<file path="src/rtl/cdt_sample_feeder_pkg.sv">
// Shared constants, encodings and helpers for the CDT sampler front end:
// security levels, per-matrix sample counts, beat arithmetic and CDT tables.
package cdt_sample_feeder_pkg;

    localparam int LANE_W = 16;

    typedef enum logic [1:0] {
        SEC_640     = 2'b00,
        SEC_976     = 2'b01,
        SEC_1344    = 2'b10,
        SEC_INVALID = 2'b11
    } sec_lvl_e;

    typedef enum logic [1:0] {
        IDLE = 2'd0,
        FILL = 2'd1,
        HOLD = 2'd2,
        FIN  = 2'd3
    } state_e;

    // n * nbar error samples per matrix for each parameter set
    localparam logic [13:0] SAMPLES_640  = 14'd5120;
    localparam logic [13:0] SAMPLES_976  = 14'd7808;
    localparam logic [13:0] SAMPLES_1344 = 14'd10752;

    // Cumulative distribution thresholds used by the downstream sampler
    localparam int CDT_640_LEN  = 13;
    localparam int CDT_976_LEN  = 11;
    localparam int CDT_1344_LEN = 7;
    localparam logic [15:0] CDT_640 [CDT_640_LEN] = '{
        16'd4643, 16'd13363, 16'd20579, 16'd25843, 16'd29227, 16'd31145, 16'd32103,
        16'd32525, 16'd32689, 16'd32745, 16'd32762, 16'd32766, 16'd32767};
    localparam logic [15:0] CDT_976 [CDT_976_LEN] = '{
        16'd5638, 16'd15915, 16'd23689, 16'd28571, 16'd31116, 16'd32217,
        16'd32613, 16'd32731, 16'd32760, 16'd32766, 16'd32767};
    localparam logic [15:0] CDT_1344 [CDT_1344_LEN] = '{
        16'd9142, 16'd23462, 16'd30338, 16'd32361, 16'd32725, 16'd32765, 16'd32767};

    function automatic logic [13:0] total_samples(input logic [1:0] lvl);
        case (lvl)
            SEC_640:  return SAMPLES_640;
            SEC_976:  return SAMPLES_976;
            SEC_1344: return SAMPLES_1344;
            default:  return 14'd0;
        endcase
    endfunction

    // Input beats needed to cover the given number of 16-bit lanes
    function automatic int ceil_beats(input int lanes, input int in_w);
        return (lanes * LANE_W + in_w - 1) / in_w;
    endfunction

endpackage

</file>
<file path="src/rtl/cdt_sample_feeder.sv">
// Packs XOF beats into PARALLEL_NUM x 16-bit blocks for the CDT sampler and
// tracks the remaining samples of one error matrix, flagging the final block.
module cdt_sample_feeder
    import cdt_sample_feeder_pkg::*;
#(
    parameter int PARALLEL_NUM = 28,
    parameter int IN_W         = 64
) (
    input  logic                           clk,
    input  logic                           rst,
    input  logic                           start,
    input  logic [1:0]                     sec_lvl,
    input  logic [IN_W-1:0]                in_data,
    input  logic                           in_valid,
    output logic                           in_ready,
    output logic [LANE_W*PARALLEL_NUM-1:0] out_data,
    output logic                           out_valid,
    input  logic                           out_ready,
    output logic                           out_last,
    output logic [5:0]                     out_lanes,
    output logic                           busy,
    output logic                           done
);

    localparam int BLOCK_W   = LANE_W * PARALLEL_NUM;
    localparam int BEATS_MAX = BLOCK_W / IN_W;
    localparam int BIDX_W    = (BEATS_MAX > 1) ? $clog2(BEATS_MAX + 1) : 1;

    state_e              state_reg, state_next;
    logic [13:0]         remaining_reg, remaining_next;
    logic [BIDX_W-1:0]   beat_idx_reg, beat_idx_next;
    logic                out_valid_reg, out_valid_next;
    logic                out_last_reg, out_last_next;
    logic [5:0]          out_lanes_reg, out_lanes_next;
    logic                done_reg;
    logic                clear_block;
    logic                beat_accept;
    logic [5:0]          lanes_now;
    logic [BIDX_W-1:0]   last_beat;

    assign in_ready    = (state_reg == FILL);
    assign beat_accept = in_ready && in_valid;
    assign busy        = (state_reg == FILL) || (state_reg == HOLD);
    assign done        = done_reg;
    assign out_valid   = out_valid_reg;
    assign out_last    = out_last_reg;
    assign out_lanes   = out_lanes_reg;

    assign lanes_now = (remaining_reg > 14'(PARALLEL_NUM)) ? 6'(PARALLEL_NUM)
                                                           : remaining_reg[5:0];
    assign last_beat = BIDX_W'(ceil_beats(int'(lanes_now), IN_W) - 1);

    always_comb begin
        state_next     = state_reg;
        remaining_next = remaining_reg;
        beat_idx_next  = beat_idx_reg;
        out_valid_next = out_valid_reg;
        out_last_next  = out_last_reg;
        out_lanes_next = out_lanes_reg;
        clear_block    = 1'b0;
        case (state_reg)
            IDLE: begin
                if (start) begin
                    if (sec_lvl == SEC_INVALID) begin
                        state_next = FIN;
                    end else begin
                        remaining_next = total_samples(sec_lvl);
                        beat_idx_next  = '0;
                        state_next     = FILL;
                    end
                end
            end
            FILL: begin
                if (beat_accept) begin
                    if (beat_idx_reg == last_beat) begin
                        out_lanes_next = lanes_now;
                        out_last_next  = (remaining_reg <= 14'(PARALLEL_NUM));
                        out_valid_next = 1'b1;
                        state_next     = HOLD;
                    end else begin
                        beat_idx_next = beat_idx_reg + 1'b1;
                    end
                end
            end
            HOLD: begin
                if (out_valid_reg && out_ready) begin
                    remaining_next = remaining_reg - 14'(out_lanes_reg);
                    beat_idx_next  = '0;
                    clear_block    = 1'b1;
                    out_valid_next = 1'b0;
                    out_last_next  = 1'b0;
                    state_next     = out_last_reg ? FIN : FILL;
                end
            end
            FIN: begin
                state_next = IDLE;
            end
            default: state_next = IDLE;
        endcase
    end

    always_ff @(posedge clk) begin
        if (rst) begin
            state_reg     <= IDLE;
            remaining_reg <= '0;
            beat_idx_reg  <= '0;
            out_valid_reg <= 1'b0;
            out_last_reg  <= 1'b0;
            out_lanes_reg <= '0;
            done_reg      <= 1'b0;
        end else begin
            state_reg     <= state_next;
            remaining_reg <= remaining_next;
            beat_idx_reg  <= beat_idx_next;
            out_valid_reg <= out_valid_next;
            out_last_reg  <= out_last_next;
            out_lanes_reg <= out_lanes_next;
            done_reg      <= (state_reg == FIN);
        end
    end

    // One register slice per beat position; unwritten slices stay zero
    genvar gi;
    generate
        for (gi = 0; gi < BEATS_MAX; gi++) begin : g_beat
            logic [IN_W-1:0] beat_reg;
            always_ff @(posedge clk) begin
                if (rst || clear_block) begin
                    beat_reg <= '0;
                end else if (beat_accept && (beat_idx_reg == BIDX_W'(gi))) begin
                    beat_reg <= in_data;
                end
            end
            assign out_data[gi*IN_W +: IN_W] = beat_reg;
        end
    endgenerate

endmodule

</file>
<file path="config.mk">
export PLATFORM = sky130hd
export DESIGN_NAME = cdt_sample_feeder
export DESIGN_NICKNAME = d
export VERILOG_FILES = /design/src/rtl/cdt_sample_feeder_pkg.sv /design/src/rtl/cdt_sample_feeder.sv
export SDC_FILE = /design/constraint.sdc
export NUM_CORES = 1
export LEC_CHECK = 0
export CAP_MARGIN = 30
export CORE_AREA = 2 2 207 209
export CTS_CLUSTER_SIZE = 40
export DETAILED_ROUTE_END_ITERATION = 8
export DIE_AREA = 0 0 209 211
export GPL_TIMING_DRIVEN = 0
export PLACE_DENSITY = 0.72
export SKIP_LAST_GASP = 1
export SYNTH_ARGS = -nofsm -noshare
export SYNTH_HDL_FRONTEND = slang
export SYNTH_SLANG_ARGS = --single-unit
</file>
<file path="constraint.sdc">
create_clock -name clk -period 3.9 [get_ports clk]
set_clock_uncertainty 0.05 [all_clocks]
set_input_delay 0.39 -clock clk [delete_from_list [all_inputs] [get_ports clk]]
set_output_delay 0.39 -clock clk [all_outputs]
set_load 0.005 [all_outputs]
</file>
# Word-level counts from Yosys, hierarchy flattened
# Cells that the tools add are included.
[op_classes]
shifts = 0
addsub = 6
eq_ne = 19
n_mux = 28
n_lt_le_gt_ge = 2
n_bitwise = 1
mul = 0
reduce_logical = 23
div_mod_pow = 0
[ops]
columns = ["op", "count"]
rows = [
  ["14-bit two-way mux", 3],
  ["14-bit one-hot mux with 3 select lines", 1],
  ["14-bit one-hot mux with 2 select lines", 1],
  ["3-bit two-way mux", 5],
  ["14-bit by 5-bit > comparator with 1-bit output (second input constant)", 1],
  ["14-bit by 5-bit <= comparator with 1-bit output (second input constant)", 1],
  ["14-bit by 6-bit subtractor with 14-bit output", 1],
  ["2-bit two-way mux", 6],
  ["4-bit AND reduction", 3],
  ["11-bit by 1-bit subtractor with 12-bit output (second input constant)", 1],
  ["10-bit by 7-bit adder with 11-bit output (second input constant)", 1],
  ["3-bit == test (second input constant)", 3],
  ["1-bit logical AND", 9],
  ["3-bit one-hot mux with 3 select lines", 1],
  ["2-bit == test (second input constant)", 4],
  ["2-bit one-hot mux with 4 select lines", 1],
  ["1-bit two-way mux", 7],
  ["3-bit by 2-bit == test with 1-bit output (second input constant)", 2],
  ["6-bit two-way mux", 1],
  ["2-bit by 1-bit inequality test with 1-bit output (second input constant)", 3],
  ["2-bit inequality test (second input constant)", 3],
  ["6-bit AND reduction", 1],
  ["6-bit OR reduction", 1],
  ["2-bit by 1-bit == test with 1-bit output (second input constant)", 2],
  ["13 further kinds", 17],
]
[totals]
rom_bits = 0
word_cells = 93
out_inout_bits = 459
latchBits = 0
regBits = 476
inputBits = 71
mem_count = 0
mem_bits_rw = 0

# Depth between registers and ports, before layout
[logic_depth]
depth_word = 12
mapped_depth = 12
ltp_nobuf = 10

# Least setup slack after synthesis
# Ideal clock, no wire load.
[synth_path]
path_kind = "register to register"
start = "register remaining_reg[8]"
end = "register out_last_reg, in the netlist out_last"
slack_ns = 1.203
synth_period_minus_slack_ns = 2.697
arrival_time_ns = 2.559
n_path_buf = 1
required_time_ns = 3.762
setup_ns = 0.088
stages_incl_launch_ff = 11
cell_sequence = "dfxtp_1 -> or4_4 -> nor4_1 -> ha_1 -> xnor2_1 -> nor2b_1 -> mux2_2 -> and4_4 -> buf_6 -> mux2i_1 -> o32ai_2"
[synth_between]
elab_chain_cells = 11
elab_cells_between_ends = 15
cone_classes = "4 x add/sub; 2 x order compare; 2 x eq/ne; 4 x mux; 1 x bitwise; 2 x reduce/logical"
[synth_rtl]
columns = ["item", "line_no", "source"]
rows = [
  ["start, declared", "cdt_sample_feeder.sv:30", "logic [13:0] remaining_reg, remaining_next;"],
  ["start signal, assigned", "cdt_sample_feeder.sv:113", "remaining_reg <= remaining_next;"],
  ["14-bit by 5-bit > comparator with 1-bit output", "cdt_sample_feeder.sv:49", "assign lanes_now = (remaining_reg > 14'(PARALLEL_NUM)) ? 6'(PARALLEL_NUM)"],
  ["6-bit two-way mux", "cdt_sample_feeder.sv:49", ""],
  ["10-bit by 7-bit adder with 11-bit output", "cdt_sample_feeder_pkg.sv:50", "return (lanes * LANE_W + in_w - 1) / in_w;"],
  ["11-bit by 1-bit subtractor with 12-bit output", "cdt_sample_feeder_pkg.sv:50", ""],
  ["6-bit OR reduction (no line)", "--", ""],
  ["1-bit bitwise AND (no line)", "--", ""],
  ["3-bit by 1-bit adder with 3-bit output (no line)", "--", ""],
  ["3-bit by 2-bit subtractor with 3-bit output", "cdt_sample_feeder.sv:51", "assign last_beat = BIDX_W'(ceil_beats(int'(lanes_now), IN_W) - 1);"],
  ["3-bit == test", "cdt_sample_feeder.sv:75", "if (beat_idx_reg == last_beat) begin"],
  ["2-bit by 1-bit inequality test with 1-bit output (no line)", "--", ""],
  ["4-bit AND reduction (no line)", "--", ""],
  ["end signal, assigned", "cdt_sample_feeder.sv:116", "out_last_reg <= out_last_next;"],
  ["end, declared", "cdt_sample_feeder.sv:33", "logic out_last_reg, out_last_next;"],
]
# Several ways; a longest one is shown, not always the timed one. The select of a mux whose other input is x is not followed.
# A chain may end at the register's enable or synchronous reset.

# Final worst setup path
[layout_path]
start = "register state_reg[1]"
end = "register g_beat[1].beat_reg[1]"
[layout_between]
elab_chain_cells = 3
elab_cells_between_ends = 6
cone_classes = "2 x eq/ne; 1 x mux; 3 x reduce/logical"
[layout_rtl]
columns = ["item", "line_no", "source"]
rows = [
  ["start, declared", "cdt_sample_feeder.sv:29", "state_e state_reg, state_next;"],
  ["start signal, assigned", "cdt_sample_feeder.sv:112", "state_reg <= state_next;"],
  ["2-bit == test / 2-bit by 1-bit == test with 1-bit output (equally long branches)", "cdt_sample_feeder.sv:61, cdt_sample_feeder.sv:41", ""],
  ["1-bit two-way mux / 1-bit logical AND (equally long branches)", "cdt_sample_feeder.sv:61, cdt_sample_feeder.sv:42", ""],
  ["1-bit logical OR / 1-bit logical AND (equally long branches)", "cdt_sample_feeder.sv:128, cdt_sample_feeder.sv:130", ""],
  ["end signal, assigned", "cdt_sample_feeder.sv:131", "beat_reg <= in_data;"],
  ["end, declared", "cdt_sample_feeder.sv:126", "logic [IN_W-1:0] beat_reg;"],
]
# Several ways; a longest one is shown, not always the timed one.

==> results.json <==
{
  "outcome": "complete, no violations",
  "async_flop_share_pct": 0,
  "setup-violations-final": 0,
  "syn_to_final_growth_pct": 44.8,
  "critPathKind": "flop to flop",
  "cts_resized": 0,
  "ir_drop_v": 0.000335,
  "clock.fmax_ghz": 0.310,
  "hold_viol": 0,
  "grt_pass1_vias": 16935,
  "clock_sinks": 476,
  "num_rows": 75,
  "ys_types": 61,
  "die-width_um": 209,
  "wl_mm": 69.8,
  "tightestPinTransition_ps": 1050,
  "syn_inst": 2190,
  "ctsHoldBuffers": 0,
  "num_io_pins": 530,
  "cp-end-kind": "flop",
  "required_ps": 4360,
  "cts_buffer_depth": 3,
  "final_max_slew_viol_count": 0,
  "synth_nets": 2283,
  "worst-path-max-fanout": 10,
  "fin_crit_sh_pct": 82.8,
  "start_kind": "flop",
  "r2r-start": "state_reg[1]$_SDFFE_PP0P_",
  "synth.area.top_cells": "dfxtp_1, nand2_1, a21oi_1",
  "post_drt_wl_per_cell_um": 20.8,
  "syn_avg_cell_area_um2": 7.86,
  "grt_setup_unrepaired": "false",
  "startpoint": "state_reg[1]$_SDFFE_PP0P_",
  "antenna_found_initial": 1,
  "grt_pass1_wl_mm": 102,
  "dieArea_mm2": 0.0441,
  "largest_reg_flops": 448,
  "r2r_end": "g_beat[1].beat_reg[1]$_SDFFE_PP0P_",
  "max-slew-margin-rel_pct": 29.9,
  "drc": 0,
  "synth.yosys.seq_area_share_pct": 55.3,
  "viasPerCell": 5.26,
  "worstPathArrival_ps": 3690,
  "rr_worst_depth": 10,
  "grt_usage_pct": 30.6,
  "ys_seq_elements": 476,
  "hpwl_mm": 52.2,
  "max_cap_violations": 0,
  "r2r_setup_slack_ps": 670,
  "dr_total_vias": 17671,
  "tns_ps": 0,
  "cts_tree": "yes",
  "p_per_area_mw_per_mm2": 455,
  "io_buffers": 528,
  "leakagePower_nw": 8.20,
  "netlist_area_mm2": 0.0172,
  "fin_nets": 2871,
  "postCtsSetupRepairBufs": 0,
  "path_clk_slew_ps": 60,
  "core_mm2": 0.0418,
  "ant_nets": 0,
  "gp_congestion": 0.892,
  "cts.htree.levels": 2,
  "drtPass1Iterations": 5,
  "ys.flop_type": "dfxtp_1",
  "clk_latency_ps": 580,
  "cts_buffers": 49,
  "cts-root-buf": "clkbuf_16",
  "power_mw": 11.3,
  "yosysWarningCount": 0,
  "period_minus_slack_ps": 3230,
  "die_h_um": 211,
  "synth_top_cell_by_area": "dfxtp_1",
  "start_util_pct": 41.2,
  "synth-edff-count": 0,
  "drive_gt1_share_pct": 3.66,
  "crit_end": "g_beat[1].beat_reg[1]$_SDFFE_PP0P_",
  "grt_max_degree": 14,
  "grt_overflow": 0,
  "synth.top_cell.area_share_pct": 55.3,
  "hold_class": "primary input to flop",
  "drt_iter0_markers": 1341
}
## report_power, final
part	switching (mW)	internal, mW
sequential	0.110	5.01
combinational	0.944	0.657
clock	1.99	2.63
## routing by layer
layer | vias to the layer above | wire, µm | track usage, %
met5 | - | 0 | 0
met4 | 0 | 3120 | 14.2
met3 | 164 | 6750 | 9.66
met2 | 795 | 33100 | 51.9
met1 | 8367 | 26900 | 35.3
li1 | 8345 | - | -
## layout by cell type (no fill, tap or decap), drive strengths merged, types with 3 or more instances in the layout
cell	instances
inv	23
nand2	914
nand3	5
clkbuf	205
mux2i	3
or4	6
a211oi	6
nor2	26
clkinv	10
a22oi	4
o21ai	8
a21oi	467
and3	7
dfxtp	476
buf	30
nor3	5
nor4	5
clkdlybuf4s50	528
ha	21
or3	5
nor2b	4
mux2	3
nand2b	5
and4	3
and2	3
o211ai	4
xnor2	4
## worst min-delay path by stage
stage                                             start                                  end  slack [ps]  depth (start not counted)
global placement    g_beat[0].beat_reg[20]$_SDFFE_PP0P_  g_beat[0].beat_reg[20]$_SDFFE_PP0P_         390                          2
CTS                                                 rst       remaining_reg[11]$_SDFFE_PP0P_          60                          2
floorplan            g_beat[0].beat_reg[0]$_SDFFE_PP0P_   g_beat[0].beat_reg[0]$_SDFFE_PP0P_         400                          2
global route                                        rst       remaining_reg[11]$_SDFFE_PP0P_         100                          2
detailed placement   g_beat[2].beat_reg[3]$_SDFFE_PP0P_   g_beat[2].beat_reg[3]$_SDFFE_PP0P_         400                          2
finish                                              rst       remaining_reg[11]$_SDFFE_PP0P_          90                          2
## area by class of cell
type | count | area (µm²)
Fill cell | 3662 | 16800
Inverter | 20 | 75.1
Tap cell | 539 | 674
Buffer | 150 | 588
Timing Repair Buffer | 537 | 5440
Sequential cell | 476 | 9530
Antenna cell | 2 | 5.00
Clock inverter | 13 | 103
Clock buffer | 76 | 1490
Multi-Input combinational cell | 1544 | 7030
## worst max-delay path, stage by stage (launching register included)
cell	delay, ps
dfxtp_1	330
inv_1	130
ha_1	360
and2_1	180
clkbuf_1	280
and3_1	200
clkbuf_1	490
buf_6	230
clkbuf_1	500
nand2_1	230
a21oi_1	160
## logic make-up (layout without fill, tap and decap cells)
kind of cell               Yosys count  after routing  share of synthesized area (%)
DFF                                476            476                           55.3
muxes                                6              6                          0.371
adders and majority gates           22             22                           1.64
buffers and inverters              170            796                           3.85
AOI/OAI and AO/OA                  518            518                           15.8
and+or+nand+nor                    993            993                           22.7
xor gates and xnor gates             5              5                          0.254
other                                0              2                              0
## synth_stat cells, types with 2 or more instances
library cell / count
xnor2_1: 4
a21oi_1: 467
and3_1: 7
nor2_1: 26
a41o_1: 2
buf_6: 2
o21ai_0: 7
o22ai_1: 2
and2_1: 3
or3_1: 4
and4_1: 2
a21boi_1: 2
or4_2: 2
dfxtp_1: 476
nor3b_1: 2
buf_1: 15
a31oi_1: 2
a22oi_1: 4
nor3_1: 5
mux2i_1: 3
nand3_1: 5
o21bai_1: 2
nor4_1: 3
nand2b_1: 5
o2111ai_1: 2
nor2b_1: 4
a21o_1: 2
a211oi_1: 6
clkbuf_1: 129
inv_1: 19
a211o_1: 2
buf_4: 2
o21a_1: 2
or4_1: 3
ha_1: 21
nand4_1: 2
nand2_1: 914
mux2_2: 2
nor4_4: 2
o211ai_1: 4
buf_2: 2
## stage by stage
stage	std cells	worst slack, ps	cell area [µm²]	hold WS, ps	utilization [%]
floorplan	2190	1200	17200	403	-
global placement	3257	401	23200	391	55.5
global route	3356	513	24900	97.0	59.7
CTS	3355	658	24900	55.5	59.7
finish	3357	671	24900	93.1	59.7
detailed placement	3266	521	23300	395	55.9
No activity file was read; power rests on OpenSTA's default activity.
